<file path="config.mk">
export PLATFORM = sky130hd
export DESIGN_NAME = mem_access_ctrl
export DESIGN_NICKNAME = d
export VERILOG_FILES = /design/src/rtl/mem_if_pkg.sv /design/src/rtl/mem_wait_timer.sv /design/src/rtl/mem_access_ctrl.sv
export SDC_FILE = /design/constraint.sdc
export NUM_CORES = 1
export LEC_CHECK = 0
export CORE_MARGIN = 2
export CORE_UTILIZATION = 50
export DETAILED_ROUTE_END_ITERATION = 6
export PLACE_DENSITY = 0.85
export SYNTH_ARGS = -nofsm -noshare
export SYNTH_HDL_FRONTEND = slang
export SYNTH_SLANG_ARGS = --single-unit
</file>
<file path="constraint.sdc">
create_clock -name clk -period 2.2 [get_ports clk]
set_input_delay 0.66 -clock clk [delete_from_list [all_inputs] [get_ports clk]]
set_output_delay 0.66 -clock clk [all_outputs]
set_load 0.03 [all_outputs]
</file>
<file path="src/rtl/mem_if_pkg.sv">
// Shared types and default parameters for the Data_Mem access controller.
package mem_if_pkg;

    localparam int          DATA_W_DEF      = 16;
    localparam int          ADDR_W_DEF      = 16;
    localparam int          MEM_DEPTH_DEF   = 256;
    localparam logic [15:0] READ_WD_TAG_DEF = 16'h0001;

    typedef enum logic [1:0] {
        ST_IDLE   = 2'd0,
        ST_ACCESS = 2'd1,
        ST_RESP   = 2'd2
    } mem_state_e;

endpackage

</file>
<file path="src/rtl/mem_wait_timer.sv">
// 4-bit wait-state down-counter: load, decrement (saturating at 0) and zero flag.
module mem_wait_timer (
    input  logic       clk,
    input  logic       rst,
    input  logic       load,
    input  logic [3:0] load_val,
    input  logic       dec,
    output logic       zero
);

    logic [3:0] cnt_q;
    logic [3:0] cnt_d;

    // Next count: a load has priority over a decrement.
    always_comb begin
        cnt_d = cnt_q;
        if (load) begin
            cnt_d = load_val;
        end else if (dec && (cnt_q != 4'd0)) begin
            cnt_d = cnt_q - 4'd1;
        end
    end

    // Count register with asynchronous active-low clear.
    always_ff @(posedge clk or negedge rst) begin
        if (!rst) begin
            cnt_q <= 4'd0;
        end else begin
            cnt_q <= cnt_d;
        end
    end

    assign zero = (cnt_q == 4'd0);

endmodule

</file>
<file path="src/rtl/mem_access_ctrl.sv">
// Initiator-side controller for the single-port Data_Mem.
// Optional bounds check enabled by defining MEM_ACCESS_BOUNDS_CHECK_EN.
//
// state  | meaning
// IDLE   | req_ready high, waiting for a request handshake
// ACCESS | driving Data_Mem for WAIT_CYCLES+1 cycles; write strobe in the last one
// RESP   | response held on rsp_* until rsp_ready
//
// All outputs are registered. The mem_* pins reflect the state of the previous
// cycle, so a read is sampled at the end of the last cycle in which mem_re is
// high, and rsp_valid rises one cycle after the FSM enters RESP.
module mem_access_ctrl
    import mem_if_pkg::*;
#(
    parameter int               DATA_W      = DATA_W_DEF,
    parameter int               ADDR_W      = ADDR_W_DEF,
    parameter int               MEM_DEPTH   = MEM_DEPTH_DEF,
    parameter int               WAIT_CYCLES = 0,
    parameter logic [DATA_W-1:0] READ_WD_TAG = DATA_W'(READ_WD_TAG_DEF)
) (
    input  logic              clk,
    input  logic              rst,
    input  logic              req_valid,
    output logic              req_ready,
    input  logic              req_we,
    input  logic [ADDR_W-1:0] req_addr,
    input  logic [DATA_W-1:0] req_wdata,
    output logic              rsp_valid,
    input  logic              rsp_ready,
    output logic [DATA_W-1:0] rsp_rdata,
    output logic              rsp_err,
    output logic [ADDR_W-1:0] mem_a,
    output logic [DATA_W-1:0] mem_wd,
    output logic              mem_we,
    output logic              mem_re,
    input  logic [DATA_W-1:0] mem_rd
);

    mem_state_e        state_q, state_d;
    logic              we_q, we_d;
    logic [ADDR_W-1:0] addr_q, addr_d;
    logic [DATA_W-1:0] wdata_q, wdata_d;
    logic              req_ready_q, req_ready_d;
    logic              rsp_valid_q, rsp_valid_d;
    logic [DATA_W-1:0] rsp_rdata_q, rsp_rdata_d;
    logic              rsp_err_q, rsp_err_d;
    logic [ADDR_W-1:0] mem_a_q, mem_a_d;
    logic [DATA_W-1:0] mem_wd_q, mem_wd_d;
    logic              mem_we_q, mem_we_d;
    logic              mem_re_q, mem_re_d;
    logic              last_q, last_d;

    logic tmr_load;
    logic tmr_dec;
    logic tmr_zero;
    logic accept;
    logic addr_oob;

`ifdef MEM_ACCESS_BOUNDS_CHECK_EN
    assign addr_oob = (32'(req_addr) >= 32'(MEM_DEPTH));
`else
    // Every address is forwarded; the depth only matters for the bounds check.
    logic unused_depth;
    assign unused_depth = ^(32'(MEM_DEPTH));
    assign addr_oob     = 1'b0;
`endif

    mem_wait_timer u_wait_timer (
        .clk      (clk),
        .rst      (rst),
        .load     (tmr_load),
        .load_val (4'(WAIT_CYCLES)),
        .dec      (tmr_dec),
        .zero     (tmr_zero)
    );

    assign accept = (state_q == ST_IDLE) && req_valid && req_ready_q;

    // Next state, request latch, timer control and next values of the registered outputs.
    always_comb begin
        state_d     = state_q;
        we_d        = we_q;
        addr_d      = addr_q;
        wdata_d     = wdata_q;
        rsp_valid_d = 1'b0;
        rsp_rdata_d = rsp_rdata_q;
        rsp_err_d   = rsp_err_q;
        mem_a_d     = '0;
        mem_wd_d    = '0;
        mem_we_d    = 1'b0;
        mem_re_d    = 1'b0;
        last_d      = 1'b0;
        tmr_load    = 1'b0;
        tmr_dec     = 1'b0;

        case (state_q)
            ST_IDLE: begin
                if (accept) begin
                    we_d        = req_we;
                    addr_d      = req_addr;
                    wdata_d     = req_wdata;
                    tmr_load    = 1'b1;
                    rsp_rdata_d = '0;
                    if (addr_oob) begin
                        rsp_err_d = 1'b1;
                        state_d   = ST_RESP;
                    end else begin
                        rsp_err_d = 1'b0;
                        state_d   = ST_ACCESS;
                    end
                end
            end
            ST_ACCESS: begin
                mem_a_d = addr_q;
                if (we_q) begin
                    mem_wd_d = wdata_q;
                    mem_we_d = tmr_zero;
                end else begin
                    mem_wd_d = READ_WD_TAG;
                    mem_re_d = 1'b1;
                end
                last_d = tmr_zero;
                if (tmr_zero) begin
                    state_d = ST_RESP;
                end else begin
                    tmr_dec = 1'b1;
                end
            end
            ST_RESP: begin
                if (rsp_valid_q && rsp_ready) begin
                    state_d     = ST_IDLE;
                    rsp_rdata_d = '0;
                    rsp_err_d   = 1'b0;
                end else begin
                    rsp_valid_d = 1'b1;
                end
            end
            default: begin
                state_d = ST_IDLE;
            end
        endcase

        // The final read cycle is on the pins now; capture what Data_Mem returns.
        if (last_q && mem_re_q) begin
            rsp_rdata_d = mem_rd;
        end

        req_ready_d = (state_d == ST_IDLE);
    end

    // State, request latch and registered outputs.
    always_ff @(posedge clk or negedge rst) begin
        if (!rst) begin
            state_q     <= ST_IDLE;
            we_q        <= 1'b0;
            addr_q      <= '0;
            wdata_q     <= '0;
            req_ready_q <= 1'b1;
            rsp_valid_q <= 1'b0;
            rsp_rdata_q <= '0;
            rsp_err_q   <= 1'b0;
            mem_a_q     <= '0;
            mem_wd_q    <= '0;
            mem_we_q    <= 1'b0;
            mem_re_q    <= 1'b0;
            last_q      <= 1'b0;
        end else begin
            state_q     <= state_d;
            we_q        <= we_d;
            addr_q      <= addr_d;
            wdata_q     <= wdata_d;
            req_ready_q <= req_ready_d;
            rsp_valid_q <= rsp_valid_d;
            rsp_rdata_q <= rsp_rdata_d;
            rsp_err_q   <= rsp_err_d;
            mem_a_q     <= mem_a_d;
            mem_wd_q    <= mem_wd_d;
            mem_we_q    <= mem_we_d;
            mem_re_q    <= mem_re_d;
            last_q      <= last_d;
        end
    end

    assign req_ready = req_ready_q;
    assign rsp_valid = rsp_valid_q;
    assign rsp_rdata = rsp_rdata_q;
    assign rsp_err   = rsp_err_q;
    assign mem_a     = mem_a_q;
    assign mem_wd    = mem_wd_q;
    assign mem_we    = mem_we_q;
    assign mem_re    = mem_re_q;

endmodule
</file>
# --- Word-level counts from Yosys, hierarchy flattened ---
# Cells that the tools add are included.
op_classes:
  add_sub_neg: 1
  n_eq_ne: 6
  mux: 27
  reduce_logical: 15
op_table:
  columns: ["operator", "count"]
  rows:
  - ["two-way mux 16 bit", 6]
  - ["one-hot mux 16 bit (2 select lines)", 1]
  - ["two-way mux 1 bit", 13]
  - ["two-way mux 4 bit", 2]
  - ["two-way mux 2 bit", 3]
  - ["one-hot mux 2 bit (3 select lines)", 1]
  - ["AND reduction 3 bit", 2]
  - ["logical AND 1 bit", 5]
  - ["logical NOT 2 bit", 2]
  - ["logical NOT 4 bit", 1]
  - ["inequality test 2 bit, second input constant", 2]
  - ["nonzero test 2 bit", 2]
  - ["nonzero test 4 bit", 1]
  - ["subtractor 4 x 1 -> 4 bit, second input constant", 1]
  - ["inequality test 3 x 2 -> 1 bit, second input constant", 1]
  - ["inequality test 3 bit, second input constant", 1]
  - ["nonzero test 3 bit", 1]
  - ["equality test 2 x 1 -> 1 bit, second input constant", 1]
  - ["equality test 2 bit, second input constant", 1]
  - ["one-hot mux 1 bit (2 select lines)", 1]
  - ["AND reduction 2 bit", 1]
word_totals:
  regBits: 93
  output_inout_bits: 53

# --- Logic depth before layout (Yosys ltp) ---
logic_depth:
  depth_word: 6
  ltp_mapped: 5
  ltp_nobuf: 5

# --- Cells and area by module ---
# Synthesis repeated with hierarchy kept, for this count alone.
unflattened:
  hier_cells: 264
  hier_area_um2: 3774.9
by_module_without_submodules:
  columns: ["module", "instances", "cells_each", "area_each_um2", "seq_area_each_um2"]
  rows:
  - ["mem_access_ctrl", 1, 237, 3522.1, 2203.4]
  - ["mem_wait_timer", 1, 27, 252.7, 100.1]

# --- Least setup slack after synthesis ---
# No wires, ideal clock.
synth_path:
  path_kind: "register to register"
  startpoint: "register u_wait_timer.cnt_q[0]"
  endpoint: "register u_wait_timer.cnt_q[0]"
  t_arrival_ns: 1.380
  setup_slack_ns: 0.741
  stages_incl_launch_ff: 6
  n_path_buf: 0
  path_cell_list: "dfrtp_1 -> inv_1 -> ha_1 -> or3b_2 -> nand2_1 -> mux2i_1"
synth_via:
  elab_chain_len: 5
synth_lines:
  columns: ["item", "line_no", "rtl"]
  rows:
  - ["from (decl)", "mem_wait_timer.sv:11", "logic [3:0] cnt_q;"]
  - ["from (signal assigned)", "mem_wait_timer.sv:29", "cnt_q <= cnt_d;"]
  - ["parallel branches: the longest is 5 deep, another holds subtractor 4 x 1 -> 4 bit", null, null]
# Parallel ways; which one is timed is not known. The select of a mux whose other input is x is not followed.
# A chain may end at the register's enable or synchronous reset.

# --- Final worst setup path ---
layout_path:
  startpoint: "register rsp_valid_q (netlist: rsp_valid)"
  endpoint: "output rsp_valid"
layout_rtl:
  columns: ["item", "line_no", "rtl"]
  rows:
  - ["from (decl)", "mem_access_ctrl.sv:44", "logic rsp_valid_q, rsp_valid_d;"]
  - ["from (signal assigned)", "mem_access_ctrl.sv:173", "rsp_valid_q <= rsp_valid_d;"]
  - ["to (decl)", "mem_access_ctrl.sv:28", "output logic rsp_valid,"]
# No word-level cell between the ends.

==> flow_metrics.env <==
export IMPL_run_status="complete, no violations"
export IMPL_cts_buffer_depth=2
export IMPL_drc=0
export IMPL_synth_top_area_share_pct=67.1
export IMPL_gp_congestion=0.760
export IMPL_cts_hold_buffers=0
export IMPL_startpoint_type="flop"
export IMPL_cpPeakStageDelay_ns=0.69
export IMPL_dr_first_iter_drc_count=118
export IMPL_die_w_um=86.4
export IMPL_dp_hpwl_mm=4.87
export IMPL_finalInstanceArea_sq_mm=0.00474
export IMPL_p_leak_nw=2.32
export IMPL_p_seq_share_pct=43.3
export IMPL_maxSlewViolCount=0
export IMPL_portBuffers=104
export IMPL_layout_setup_ws_ns=0.108
export IMPL_crit_arrival_ns=1.43
export IMPL_cts_tree="done"
export IMPL_fp_coreArea_sq_mm=0.00668
export IMPL_die_area_sq_mm=0.00746
export IMPL_grt_start_max_net_pins=45
export IMPL_grt_overflow=0
export IMPL_tightestPinTransition_ns=0.530
export IMPL_sw_frac_of_total_pct=37.1
export IMPL_wl_mm=6.91
export IMPL_clk_root_buffer_cell="clkbuf_8"
export IMPL_cts_resized=1
export IMPL_peakVddDrop_uv=606
export IMPL_path_class="reg -> out"
export IMPL_dieHeight_um=86.4
export IMPL_async_reset_ff_share_pct=100
export IMPL_yosysSeqAreaShare_pct=67.9
export IMPL_rr_worst_depth=5
export IMPL_ys_types=28
export IMPL_switching_power_mw=2.28
export IMPL_grt_usage_pct=20.0
export IMPL_rr_startpoint="u_wait_timer.cnt_q[0]"
export IMPL_syn_nets=380
export IMPL_grt_pass1_wl_mm=11.5
export IMPL_clk_pin_slew_worst_paths_ns=0.09
export IMPL_routed_via_count=2508
export IMPL_synthFlopType="dfrtp_1"
export IMPL_ios=106
export IMPL_vias_per_cell=4.89
export IMPL_ys_warn_count=0
export IMPL_min_period_ns=2.09
export IMPL_wl_per_cell_um=13.5
export IMPL_ys_top_cells_by_area="dfrtp_1 67%, nand2_1 15%, and2_1 3.1%, and3_1 2.8%, o21ai_1 1.5%"
export IMPL_final_cells=513
export IMPL_grt_pass1_vias=2478
export IMPL_timing_fmax_mhz=478
export IMPL_regToRegEndpoint="u_wait_timer.cnt_q[0]"
export IMPL_detailedRoute_firstPassIterationCount=4
export IMPL_rsz0062_at_grt="false"
export IMPL_syn_instance_count=325
export IMPL_cp_required_ns=1.54
export IMPL_grt_antenna_before_repair=0
export IMPL_synthTopCellsByCount="137 x nand2_1, 91 x dfrtp_1, 17 x and2_1"
export IMPL_hold_class="in -> async"
export IMPL_intPower_mw=3.86
export IMPL_fin_nets=484
export IMPL_finalSetupViolCount=0
export IMPL_maxCapViolations=0
export IMPL_syn_to_final_growth_pct=39.7
export IMPL_drive_above_1_share_pct=6.93
export IMPL_combPwrFrac_pct=38.5
export IMPL_rrSetupSlack_ns=0.61
export IMPL_path_buf_inv=1
export IMPL_numCtsBuffers=9
export IMPL_antenna_cells=0
export IMPL_post_cts_buffers=0
export IMPL_yosysMostFrequentCell="nand2_1"
export IMPL_dp_cells=498
export IMPL_cts_sinks=92
export IMPL_tns_ns=0
export IMPL_synth_edff_count=0
export IMPL_ant_nets=0
export IMPL_synth_seq_cells=92
export IMPL_h_tree_depth=3
export IMPL_crit_slowest_cell="clkdlybuf4s50_1"
export IMPL_path_cells="clkdlybuf4s50_1"
export IMPL_fin_crit_sh_pct=95.1
export IMPL_place_ws_ns=0.202
export IMPL_slew_headroom_pct=64.7
export IMPL_synth_avg_cell_area_sq_um=10.4
export IMPL_hold_violations=0
export IMPL_post_dp_cell_area_sq_mm=0.00454
export IMPL_clk_latency_ns=0.35
export IMPL_rows=30
export IMPL_synthesis_area_sq_mm=0.00339
export IMPL_p_per_area_mw_per_mm2=1300
export IMPL_end_kind="primary output"
export IMPL_crit_family="buffers and inverters"
export IMPL_worst_clock_skew_ns=0.00828
export IMPL_synth_area_leader_cell="dfrtp_1"
export IMPL_clkPwrFrac_pct=18.1
export IMPL_initial_utilization_pct=50.8
export IMPL_path_max_fanout=3
[metal layers]
metal | GRT usage, % | wire (um) | share of wire [%] | vias up
met5 | 0 | 0 | 0 | -
met4 | 7.39 | 125 | 1.8 | 0
met3 | 5.14 | 409 | 5.9 | 12
met2 | 32.9 | 3440 | 50 | 83
met1 | 25.8 | 2930 | 42 | 1194
li1 | - | - | - | 1219
[worst reg2reg max path: cells and delay by family (launching register included)]
kind	cells	cell delay, ns
AND/OR/NAND/NOR	2	0.64
flip-flops	1	0.42
multiplexers	1	0.19
adder cells (fa/ha/maj)	1	0.17
buffers and inverters	1	0.10
[cells by family (layout without fill, tap and decap cells)]
| kind of cell | Yosys count | after routing | synth area share, % |
|---|---|---|---|
| DFF | 92 | 92 | 67.9 |
| and+or+nand+nor | 184 | 184 | 24.2 |
| other | 1 | 1 | 0.111 |
| muxes | 3 | 3 | 0.885 |
| buffers and inverters | 21 | 129 | 2.84 |
| adders and majority gates | 2 | 2 | 0.737 |
| AOI/OAI and AO/OA | 22 | 22 | 3.36 |
[worst max-delay path by stage]
stage	from	to	slack (ns)	cells after the start
2_1_floorplan	u_wait_timer.cnt_q[0]	u_wait_timer.cnt_q[0]	0.74	5
3_3_place_gp	req_valid	wdata_q[0]	0.24	4
3_5_place_dp	req_valid	wdata_q[0]	0.20	4
4_1_cts	rsp_valid	rsp_valid	0.1	1
5_1_grt	rsp_valid	rsp_valid	0.05	1
6_report	rsp_valid	rsp_valid	0.11	1
[sequential cells by signal, indices dropped and copies added, names as in the netlist, 2 cells and up]
register and cells:
wdata_q 16, state_q 2, addr_q 16, u_wait_timer.cnt_q 4, mem_a 16, rsp_rdata 16, mem_wd 16
[per-stage QoR]
stage	hold WS [ns]	utilization (%)	power, mW
floorplan	0.364	-	4.08
global placement	0.448	68.0	4.99
detailed placement	0.455	68.0	5.09
CTS	0.185	70.9	6.20
global route	0.184	70.9	6.56
finish	0.191	70.9	6.14
[cells in the final DEF (no fill, tap or decap)]
master	n
conb_1	1
nor4bb_4	1
dlygate4sd2_1	1
and2b_1	1
buf_4	5
bufinv_16	1
o21ai_0	8
buf_12	2
o21ai_1	10
dfstp_2	1
clkinv_4	2
clkdlybuf4s50_1	102
mux2i_1	3
or4_1	1
or2_2	2
nor4_1	1
nor2b_1	1
nand2_1	137
clkbuf_8	10
clkinvlp_4	2
nand2b_4	1
and2_1	17
a21oi_1	3
nand2b_1	1
nand4bb_2	1
and3_1	15
nor2_1	3
nor3_1	1
or3b_2	1
ha_1	2
inv_1	4
dfrtp_1	91
o21ai_2	1
[power by group through the flow]
stage	registers (mW)	clock network (mW)	logic (mW)
final	2.66	1.11	2.37
after global routing	2.74	1.23	2.59
after CTS	2.66	1.14	2.40
after detailed placement	2.69	0	2.40
after global placement	2.67	0	2.33
after floorplan	3.13	0	0.949
[cell type report]
cell class	count	area, sq um
clock buffers	10	138
clock inverters	5	62.6
repair buffers	110	1110
multi-input cells	212	1010
well taps	80	100
flip-flops and latches	92	2300
inverters	4	15.0
fillers	469	1940
No activity file was read; power rests on OpenSTA's default activity.
